[config.mk]
export PLATFORM = sky130hd
export DESIGN_NAME = alu_pwr_seq_flat
export DESIGN_NICKNAME = d
export VERILOG_FILES = /design/src/rtl/alu_pwr_if.sv /design/src/rtl/alu_pwr_seq.sv /design/src/flat_wrapper.sv
export SDC_FILE = /design/constraint.sdc
export NUM_CORES = 1
export LEC_CHECK = 0
export ABC_CLOCK_PERIOD_IN_PS = 2800
export CAP_MARGIN = 20
export CORE_MARGIN = 2
export CORE_UTILIZATION = 40
export CTS_BUF_LIST = sky130_fd_sc_hd__clkbuf_4 sky130_fd_sc_hd__clkbuf_8
export DETAILED_ROUTE_END_ITERATION = 10
export RECOVER_POWER = 50
export SLEW_MARGIN = 10
export SYNTH_ARGS = -nofsm -noshare
export SYNTH_HDL_FRONTEND = slang
export SYNTH_SLANG_ARGS = --single-unit
[constraint.sdc]
create_clock -name clk -period 2.8 [get_ports clk]
set_input_delay 0.56 -clock clk [delete_from_list [all_inputs] [get_ports clk]]
set_output_delay 0.56 -clock clk [all_outputs]
set_load 0.05 [all_outputs]
[src/rtl/alu_pwr_if.sv]
// ALU power-sequencer control bundle.
// Groups the sleep/wake requests, the start handshake and the power/isolation
// controls that pass between the issuing logic, the sequencer and the ALU top.
//   master : issuing side (drives requests, start_i, alu_busy; observes status)
//   slave  : sequencer side (alu_pwr_seq)
interface alu_pwr_if;
  logic       sleep_req;
  logic       wake_req;
  logic       start_i;
  logic       alu_busy;
  logic       start_o;
  logic       alu_pwr_en;
  logic       iso_en;
  logic       alu_ready;
  logic       start_drop;
  logic [2:0] pwr_state;

  modport master (
    output sleep_req, wake_req, start_i, alu_busy,
    input  start_o, alu_pwr_en, iso_en, alu_ready, start_drop, pwr_state
  );

  modport slave (
    input  sleep_req, wake_req, start_i, alu_busy,
    output start_o, alu_pwr_en, iso_en, alu_ready, start_drop, pwr_state
  );
endinterface

[src/rtl/alu_pwr_seq.sv]
// Power-gating sequencer for the ALU.
// Orders sleep as drain -> isolate -> power off and wake as power on -> ramp ->
// release isolation, so iso_en is high whenever the ALU is unpowered or its
// supply is switching. Also gates the ALU start strobe, auto-sleeps after an
// idle period and auto-wakes when a start arrives while powered down.
// Ports:
//   clk  : system clock
//   rst  : synchronous reset, active-high
//   bus  : alu_pwr_if.slave
//          in  sleep_req, wake_req, start_i, alu_busy
//          out start_o, alu_pwr_en, iso_en, alu_ready, start_drop, pwr_state
//
// state    | meaning
// ON       | powered, isolation off, starts forwarded, idle timer running
// DRAIN    | sleep accepted, waiting for alu_busy to fall
// ISO      | isolation on, power still on, ISO_SETUP cycles
// OFF      | power off, isolation on, waiting for wake_req / wake_pend
// RAMP     | power on, isolation on, PWR_UP_DLY settle cycles
// RELEASE  | power on, isolation on, ISO_RELEASE extra cycles
module alu_pwr_seq #(
  parameter int unsigned ISO_SETUP   = 2,
  parameter int unsigned PWR_UP_DLY  = 8,
  parameter int unsigned ISO_RELEASE = 2,
  parameter int unsigned IDLE_TMO    = 64,
  parameter int unsigned CNT_W       = 8
) (
  input  logic      clk,
  input  logic      rst,
  alu_pwr_if.slave  bus
);

  typedef enum logic [2:0] {
    ST_ON      = 3'd0,
    ST_DRAIN   = 3'd1,
    ST_ISO     = 3'd2,
    ST_OFF     = 3'd3,
    ST_RAMP    = 3'd4,
    ST_RELEASE = 3'd5
  } pwr_state_t;

  // Timed states end when the up-counter hits the last index; a zero delay
  // still lasts one cycle because the last index is clamped to 0.
  localparam logic [CNT_W-1:0] CNT_MAX  = '1;
  localparam logic [CNT_W-1:0] ISO_LAST = (ISO_SETUP   == 0) ? '0 : CNT_W'(ISO_SETUP - 1);
  localparam logic [CNT_W-1:0] PWR_LAST = (PWR_UP_DLY  == 0) ? '0 : CNT_W'(PWR_UP_DLY - 1);
  localparam logic [CNT_W-1:0] REL_LAST = (ISO_RELEASE == 0) ? '0 : CNT_W'(ISO_RELEASE - 1);
  localparam logic [CNT_W-1:0] IDLE_LIM = CNT_W'(IDLE_TMO);
  localparam bit               IDLE_EN  = (IDLE_TMO != 0);

  pwr_state_t       state, state_nxt;
  logic [CNT_W-1:0] cnt, cnt_nxt, cnt_inc;
  logic             wake_pend, wake_pend_nxt;
  logic             start_o_q, start_drop_q, pwr_en_q, iso_en_q, ready_q;
  logic             active;

  assign active = bus.start_i | bus.alu_busy;

  always_comb begin
    state_nxt     = state;
    cnt_nxt       = cnt;
    wake_pend_nxt = wake_pend;
    cnt_inc       = (cnt == CNT_MAX) ? cnt : cnt + 1'b1;

    // A start that cannot be served now still asks for the ALU to come up.
    if (state != ST_ON && bus.start_i)
      wake_pend_nxt = 1'b1;

    unique case (state)
      ST_ON: begin
        cnt_nxt = active ? '0 : cnt_inc;
        if (bus.sleep_req || (IDLE_EN && !active && cnt_inc == IDLE_LIM)) begin
          state_nxt = ST_DRAIN;
          cnt_nxt   = '0;
        end
      end
      ST_DRAIN: begin
        if (bus.wake_req)
          wake_pend_nxt = 1'b1;
        if (!bus.alu_busy) begin
          state_nxt = ST_ISO;
          cnt_nxt   = '0;
        end
      end
      ST_ISO: begin
        if (bus.wake_req)
          wake_pend_nxt = 1'b1;
        if (cnt == ISO_LAST) begin
          state_nxt = ST_OFF;
          cnt_nxt   = '0;
        end else begin
          cnt_nxt = cnt_inc;
        end
      end
      ST_OFF: begin
        // This wake serves any pending start, so the pending flag is consumed.
        if (bus.wake_req || wake_pend) begin
          state_nxt     = ST_RAMP;
          cnt_nxt       = '0;
          wake_pend_nxt = 1'b0;
        end
      end
      ST_RAMP: begin
        if (bus.wake_req)
          wake_pend_nxt = 1'b1;
        if (cnt == PWR_LAST) begin
          state_nxt = ST_RELEASE;
          cnt_nxt   = '0;
        end else begin
          cnt_nxt = cnt_inc;
        end
      end
      ST_RELEASE: begin
        if (cnt == REL_LAST) begin
          state_nxt = ST_ON;
          cnt_nxt   = '0;
        end else begin
          cnt_nxt = cnt_inc;
        end
      end
      default: begin
        state_nxt = ST_OFF;
        cnt_nxt   = '0;
      end
    endcase
  end

  // Outputs are decoded from the next state so they line up with the state
  // register; iso stays high in every state except ON and DRAIN.
  always_ff @(posedge clk) begin
    if (rst) begin
      state        <= ST_OFF;
      cnt          <= '0;
      wake_pend    <= 1'b0;
      start_o_q    <= 1'b0;
      start_drop_q <= 1'b0;
      pwr_en_q     <= 1'b0;
      iso_en_q     <= 1'b1;
      ready_q      <= 1'b0;
    end else begin
      state        <= state_nxt;
      cnt          <= cnt_nxt;
      wake_pend    <= wake_pend_nxt;
      start_o_q    <= (state == ST_ON) && bus.start_i;
      start_drop_q <= (state != ST_ON) && bus.start_i;
      pwr_en_q     <= (state_nxt != ST_OFF);
      iso_en_q     <= !((state_nxt == ST_ON) || (state_nxt == ST_DRAIN));
      ready_q      <= (state_nxt == ST_ON);
    end
  end

  assign bus.start_o    = start_o_q;
  assign bus.start_drop = start_drop_q;
  assign bus.alu_pwr_en = pwr_en_q;
  assign bus.iso_en     = iso_en_q;
  assign bus.alu_ready  = ready_q;
  assign bus.pwr_state  = state;

endmodule

[src/flat_wrapper.sv]
// flat-port wrapper written by rule: the top's interface ports become plain ports
module alu_pwr_seq_flat 
#(
  parameter int unsigned ISO_SETUP   = 2,
  parameter int unsigned PWR_UP_DLY  = 8,
  parameter int unsigned ISO_RELEASE = 2,
  parameter int unsigned IDLE_TMO    = 64,
  parameter int unsigned CNT_W       = 8
)
  (clk, rst, bus_sleep_req, bus_wake_req, bus_start_i, bus_alu_busy, bus_start_o, bus_alu_pwr_en, bus_iso_en, bus_alu_ready, bus_start_drop, bus_pwr_state);
  alu_pwr_if bus_i ();
  input  logic clk;
  input  logic rst;
  input wire logic [$bits(bus_i.sleep_req)-1:0] bus_sleep_req;
  input wire logic [$bits(bus_i.wake_req)-1:0] bus_wake_req;
  input wire logic [$bits(bus_i.start_i)-1:0] bus_start_i;
  input wire logic [$bits(bus_i.alu_busy)-1:0] bus_alu_busy;
  output wire logic [$bits(bus_i.start_o)-1:0] bus_start_o;
  output wire logic [$bits(bus_i.alu_pwr_en)-1:0] bus_alu_pwr_en;
  output wire logic [$bits(bus_i.iso_en)-1:0] bus_iso_en;
  output wire logic [$bits(bus_i.alu_ready)-1:0] bus_alu_ready;
  output wire logic [$bits(bus_i.start_drop)-1:0] bus_start_drop;
  output wire logic [$bits(bus_i.pwr_state)-1:0] bus_pwr_state;
  assign bus_i.sleep_req = bus_sleep_req;
  assign bus_i.wake_req = bus_wake_req;
  assign bus_i.start_i = bus_start_i;
  assign bus_i.alu_busy = bus_alu_busy;
  assign bus_start_o = bus_i.start_o;
  assign bus_alu_pwr_en = bus_i.alu_pwr_en;
  assign bus_iso_en = bus_i.iso_en;
  assign bus_alu_ready = bus_i.alu_ready;
  assign bus_start_drop = bus_i.start_drop;
  assign bus_pwr_state = bus_i.pwr_state;
  alu_pwr_seq #(.ISO_SETUP(ISO_SETUP), .PWR_UP_DLY(PWR_UP_DLY), .ISO_RELEASE(ISO_RELEASE), .IDLE_TMO(IDLE_TMO), .CNT_W(CNT_W)) u_core (.clk(clk), .rst(rst), .bus(bus_i));
endmodule
==> flow_summary.toml, run 1 <==
[outcome]
status = "finished, final reports clean"

[worst_setup_path]
critPathRequiredTime_ns = 2.96
critical_path.cell_chain = "or4_1 -> or3_1 -> a22oi_2 -> o32ai_2 -> o2111ai_1 -> a221oi_2"
cp_slowest_cell = "or4_1"
cp-startpoint = "u_core.cnt[4]"
path_max_fanout = 12
worstSetupPathType = "reg -> reg"
cp.depth = 6
critPathArrivalTime_ns = 2.56
cp-end-kind = "flip-flop"
cp_num_buf_inv = 0
reg2reg_depth = 6
crit_path_max_incr_delay_ns = 0.61
rrSetupSlack_ns = 0.40
r2r_end = "u_core.cnt[6]"
rr_startpoint = "u_core.cnt[4]"
cp_top_family = "simple AND/OR/NAND/NOR gates"
endpoint = "u_core.cnt[6]"
start_kind = "flip-flop"

[routing]
drt_iter0_drc = 43
wl_um = 2620
drtPass1Iterations = 4
wl_per_cell_um = 14.4
via_per_inst = 5.79
drtAntennaViolNets = 0
drc = 0
via_count = 1053

[placed_design]
port_buffers = 13
gp_congestion = 0.772
dp_hpwl_um = 1940
pre_cts_ws_ns = 0.295
post-place-cells = 178

[sta]
worst_slew_pin_slew_ns = 0.960
final.setup.tns_ns = 0
rsz0062_at_grt = "false"
setup_slack_ns = 0.403
setup_viol = 0
finalHoldViolations = 0
min_period_ns = 2.40
post-route-period-util_pct = 85.6
slew_headroom_pct = 36.0
skew_ns = 0.00993
maxSlewViolCount = 0
fmax_mhz = 417

[floorplanning]
dieArea_mm2 = 0.00334
io-pin-count = 14
fp.dieH_um = 57.8
initial_core_util_pct = 42.0
die_w_um = 57.8
core_area_mm2 = 0.00276
rows = 19

[clock_tree]
clk_pin_slew_worst_paths_ns = 0.10
clock_tree.root_cell = "clkbuf_4"
hold_buffers = 0
clock_sinks = 17
cts_buffers = 3
cts.htree.levels = 1
clockBufferDepth = 2
clk_latency_ns = 0.28
cts_setup_buffers = 0
cts_resized = 0
tritoncts = "done"

[synthesis]
syn_area_mm2 = 0.00116
syn-num-nets = 149
syn_inst = 141
synth_seq_area_share_pct = 29.4
async_flop_share_pct = 0
ys_warn_count = 0
synth_edf_count = 0
syn_area_per_cell_um2 = 8.22
ys_seq_elements = 17
yosys_most_used_dff = "dfxtp_1"
ys_types = 48

[power_and_ir_drop]
irDropWorstVdd_mv = 0.555
total_power_mw = 1.05
cellPowerDensity_mw_per_mm2 = 797
p_leak_nw = 0.481

[grt]
antenna_found_initial = 0
grt_start_max_net_pins = 13
grtUsageTotal_pct = 17.0
grt_pass1_vias = 991
grt_pass1_wl_um = 4470
grt_overflow_total = 0

[final_layout]
diodes = 0
drive_gt1_share_pct = 13.9
area_growth_pct = 13.6
nets = 160
finalNonFillerCells = 182

[min_path]
hp-start = "u_core.cnt[2]"
hp-class = "reg -> reg"
hold_depth = 2

[flow_run]
cap_violations = 0
## power by group
group / total (mW) / internal, mW / leakage, nW / switching (mW)
clock: 0.139 / 0.0648 / 0.0184 / 0.0738
combinational: 0.575 / 0.221 / 0.324 / 0.354
sequential: 0.336 / 0.287 / 0.139 / 0.0488
## worst min-delay path by stage
stage / endpoint / slack (ns)
after floorplan: u_core.cnt[2] / 0.50
after global placement: u_core.cnt[2] / 0.54
after detailed placement: u_core.cnt[2] / 0.55
after CTS: u_core.cnt[2] / 0.56
after global routing: u_core.cnt[2] / 0.62
final: u_core.cnt[2] / 0.56
## stage by stage
stage               utilization [%]  hold slack [ns]  area, µm²
floorplan                         -            0.504       1160
global placement               47.0            0.538       1290
detailed placement             47.0            0.552       1290
CTS                            48.0            0.564       1330
global route                   47.7            0.617       1320
finish                         47.7            0.560       1320
## state kept, by name, summed over array words and instances, names as in the netlist
register               count
u_core.bus.start_drop      1
u_core.bus.pwr_state       3
u_core.bus.iso_en          1
u_core.bus.start_o         1
u_core.bus.alu_ready       1
u_core.cnt                 8
u_core.wake_pend           1
u_core.bus.alu_pwr_en      1
## cell usage after synthesis, types with 3 or more instances
master / number / area, µm²
a21oi_1: 7 / 35.0
a221oi_1: 3 / 26.3
and2_1: 3 / 18.8
and3_1: 3 / 18.8
buf_6: 3 / 33.8
clkbuf_1: 5 / 18.8
dfxtp_1: 17 / 340
inv_1: 7 / 26.3
nand2_1: 7 / 26.3
nand3_1: 6 / 30.0
nand4_1: 3 / 18.8
nor2_1: 16 / 60.1
nor3b_1: 4 / 30.0
o21ai_0: 3 / 15.0
o21ai_1: 7 / 35.0
or3_1: 3 / 18.8
## area by class of cell
type	count	area, µm²
Clock buffer	4	30.0
Fill cell	275	1440
Inverter	8	30.0
Sequential cell	17	340
Timing Repair Buffer	18	168
Multi-Input combinational cell	104	709
Tap cell	31	38.8
## placed cells by master (no fill, tap or decap), types with 5 or more instances in the layout
cell	n
buf_4	5
nand2_1	7
dlygate4sd3_1	5
clkdlybuf4s50_1	8
dfxtp_1	17
nand3_1	6
a21oi_1	7
inv_1	8
nor2_1	16
o21ai_1	6
## logic make-up (layout without fill, tap and decap cells)
logic type | after synthesis | after routing | synth area share, %
flip-flops | 17 | 17 | 29.4
multiplexers | 2 | 2 | 1.73
adder cells (fa/ha/maj) | 2 | 2 | 2.16
buffers and inverters | 20 | 30 | 8.64
AND/OR/NAND/NOR | 57 | 57 | 28.1
XOR/XNOR | 1 | 1 | 0.756
AO/OA/AOI/OAI | 42 | 42 | 29.3
## worst register-to-register path, cell delays in order, from the launching register on
cell       delay (ns)
dfxtp_1          0.43
or4_1            0.61
or3_1            0.42
a22oi_2          0.20
o32ai_2          0.25
o2111ai_1        0.29
a221oi_2         0.09
## metal layers
layer / track usage (%) / wire length (µm) / share of wire (%)
met4: 3.99 / 17 / 0.65
met3: 2.68 / 111 / 4.2
met5: 0 / 0 / 0
met1: 23.9 / 1290 / 49
met2: 27.3 / 1200 / 46
No activity file was read; power rests on OpenSTA's default activity.
==> inputs of run 2 (changes only) <==
--- a/config.mk
+++ b/config.mk
@@ -6,7 +6,6 @@
 export NUM_CORES = 1
 export LEC_CHECK = 0
 export ABC_CLOCK_PERIOD_IN_PS = 2800
-export CAP_MARGIN = 20
 export CORE_MARGIN = 2
 export CORE_UTILIZATION = 40
 export CTS_BUF_LIST = sky130_fd_sc_hd__clkbuf_4 sky130_fd_sc_hd__clkbuf_8
==> results of run 2 <==
Final layout, timing and power as in run 1 (identical DEF).
==> edit (settings of run 2) <==
`CNT_W` is set to 8 in 2 places; all go to 6.
--- a/src/rtl/alu_pwr_seq.sv
+++ b/src/rtl/alu_pwr_seq.sv
@@ -22,7 +22,7 @@
   parameter int unsigned PWR_UP_DLY  = 8,
   parameter int unsigned ISO_RELEASE = 2,
   parameter int unsigned IDLE_TMO    = 64,
-  parameter int unsigned CNT_W       = 8
+  parameter int unsigned CNT_W       = 6
 ) (
   input  logic      clk,
   input  logic      rst,
--- a/src/flat_wrapper.sv
+++ b/src/flat_wrapper.sv
@@ -5,7 +5,7 @@
   parameter int unsigned PWR_UP_DLY  = 8,
   parameter int unsigned ISO_RELEASE = 2,
   parameter int unsigned IDLE_TMO    = 64,
-  parameter int unsigned CNT_W       = 8
+  parameter int unsigned CNT_W       = 6
 )
   (clk, rst, bus_sleep_req, bus_wake_req, bus_start_i, bus_alu_busy, bus_start_o, bus_alu_pwr_en, bus_iso_en, bus_alu_ready, bus_start_drop, bus_pwr_state);
   alu_pwr_if bus_i ();
Behaviour: no difference found for any inputs over 10 cycles, from zero or initial values and one cycle with rst high; that may be too few to reach the edited logic, so the function may still have changed.
==> edit against run 2 <==
Area after synthesis down 18%. Count of clock-buffer cells in the layout unchanged. Sequential cell count down 2. Routed wire length down 15%. Total power down 12%. Design area down 16%. Clock skew down 4.7 ps. Clock power down 6%. Critical path type is now reg -> out. Worst setup slack better by 78 ps. Largest power group unchanged.
==> edit: results (changes against run 2) <==
Outcome
  – Status: finished clean

Critical path
  – CP Max Fanout: 12 (unchanged)
  – CP max-delay cell: clkdlybuf4s50_1
  – Setup crit start: u_core.bus.pwr_state[0]
  – R2r startpoint: u_core.cnt[0]
  – R2R cell count: 6 (unchanged)
  – Critical Path Max Stage Delay: 890 ps (+280 ps)
  – RR Endpoint: u_core.cnt[0]
  – Worst EP arrival: 1760 ps (-800 ps)
  – Family with the most delay on the worst path: buffers and inverters

Logic synthesis
  – Mapped Nets: 120 (-19%)
  – Yosys warns: 0 (unchanged)
  – Ys async rst share: 0% (unchanged)
  – Post-synthesis compound-gate area fraction: 26.28% (-3.0 points)
  – Synth Area in XOR/XNOR: 1.840% (+1.1 points)
  – Top post-synthesis cells by count: dfxtp_1 (15), nand2_1 (10), a21oi_1 (9), nor2_1 (9)
  – Register area share after synthesis: 31.54% (+2.2 points)
  – Synth cell types: 47 (-2.1%)
  – Top_reg_cell synth: dfxtp_1
  – Synth Area in Adders: 2.628% (+0.47 points)
  – Leading post-synthesis cells by cell area: dfxtp_1 (32%), a21oi_1 (4.7%), nand2_1 (3.9%), nor2_1 (3.5%), or3_4 (3.5%)
  – Post-synthesis mux area share: 1.183% (-0.55 points)

Detailed routing
  – Vias: 863 (-18%)
  – Drt pass-1 iters: 4 (unchanged)
  – WL/cell: 14.59 um (+1.2%)
  – First DRT Iteration DRCs: 14 (-67%)

GRT
  – First-pass GRT wire length: 3905 um (-13%)
  – GR Util All Layers: 19.57% (+2.6 points)
  – Largest net degree at the start of global routing: 13 (unchanged)
  – Vias in the first global route: 793 (-20%)
  – Initial antenna violation count: 0 (unchanged)

Hold path
  – WHS Path Cells: 2 (unchanged)
  – Worst min-delay path endpoint: u_core.cnt[1]
  – Hold path start: u_core.cnt[1]

Clocking
  – Worst-Skew Late Latency: 280 ps (about the same)
  – Total CTS buffers: 3 (unchanged)
  – # H-tree levels: 1 (unchanged)
  – Clock-pin slew on the worst setup and hold paths: 80 ps (-20 ps)

Cells and area
  – Final nets: 133 (-17%)
  – Max reg flops: 6 (-2)
  – Layout cells sized above 1: 16.94% (+3.0 points)
  – Area grow syn2layout: 16.56%
  – Fill cells: 233 (-15%)
  – Most flops, register: u_core.cnt
  – Ant diodes: 0 (unchanged)

Timing
  – # setup viols final: 0 (unchanged)
  – Skew final: 5.214 ps (-4.718 ps)
  – Fin worst setup slack: 480.8 ps (+78.20 ps)
  – Fin. Hold Viols: 0 (unchanged)
  – Slew headroom: 61.54% (+26 points)

Pwr
  – Leakage: 0.3858 nW (-20%)
  – VDD IR-drop max: 0.5522 mV (-0.47%)

Place
  – Post-DP HPWL: 1616 um (-17%)
  – Global placement routability congestion: 0.8050 (+4.3%)
  – Placement Setup Slack: 533.0 ps (+237.5 ps)
## edit: logic make-up (layout without fill, tap and decap cells)
group / Yosys count / in the layout
xor+xnor: 2 / 2
simple gates: 46 / 46
compound gates: 34 / 34
flops: 15 / 15
fa+ha+maj: 2 / 2
mux: 1 / 1
buf+inv: 12 / 24
## edit: worst max path at each step
stage / end / cells after the start
detailed placement: u_core.bus.alu_ready / 5
CTS: bus_pwr_state[0] / 1
floorplan: u_core.bus.alu_ready / 5
global placement: u_core.bus.alu_ready / 5
global route: u_core.cnt[0] / 6
finish: bus_pwr_state[0] / 1
## edit: cell type report
cell class | instances | area, um2 | area share (%)
inverters | 5 | 18.77 | 1.691
well taps | 28 | 35.03 | 3.157
flip-flops and latches | 15 | 300.3 | 27.06
multi-input cells | 85 | 584.3 | 52.65
clock buffers | 4 | 30.03 | 2.706
repair buffers | 15 | 141.4 | 12.74
## edit: tightest hold or removal path, cell delays in order, from the launching register on
cell	delay, ps
dfxtp_1	360
nand2_1	70
a21oi_1	60
## edit: per-stage QoR
stage               hold slack, ps  instance area [um2]  utilization (%)  instances
floorplan                    486.7                952.2                -        112
global placement             510.3                 1089            48.74        148
detailed placement           519.5                 1089            48.74        148
CTS                          536.4                 1119            50.08        152
global route                 573.3                 1110            49.69        152
finish                       534.7                 1110            49.69        152
## edit: per-layer routing
| metal | up-vias | routed length [um] | global-route usage [%] |
|---|---|---|---|
| li1 | 430 | - | - |
| met1 | 407 | 1032 | 25.00 |
| met2 | 22 | 1030 | 31.67 |
| met3 | 4 | 119 | 5.143 |
| met4 | 0 | 36 | 6.410 |
| met5 | - | 0 | 0 |
## edit: power breakdown
group / internal, mW / switching, mW
sequential: 0.261 / 0.0637
combinational: 0.174 / 0.297
clock: 0.0650 / 0.0648
total: 0.500 / 0.426
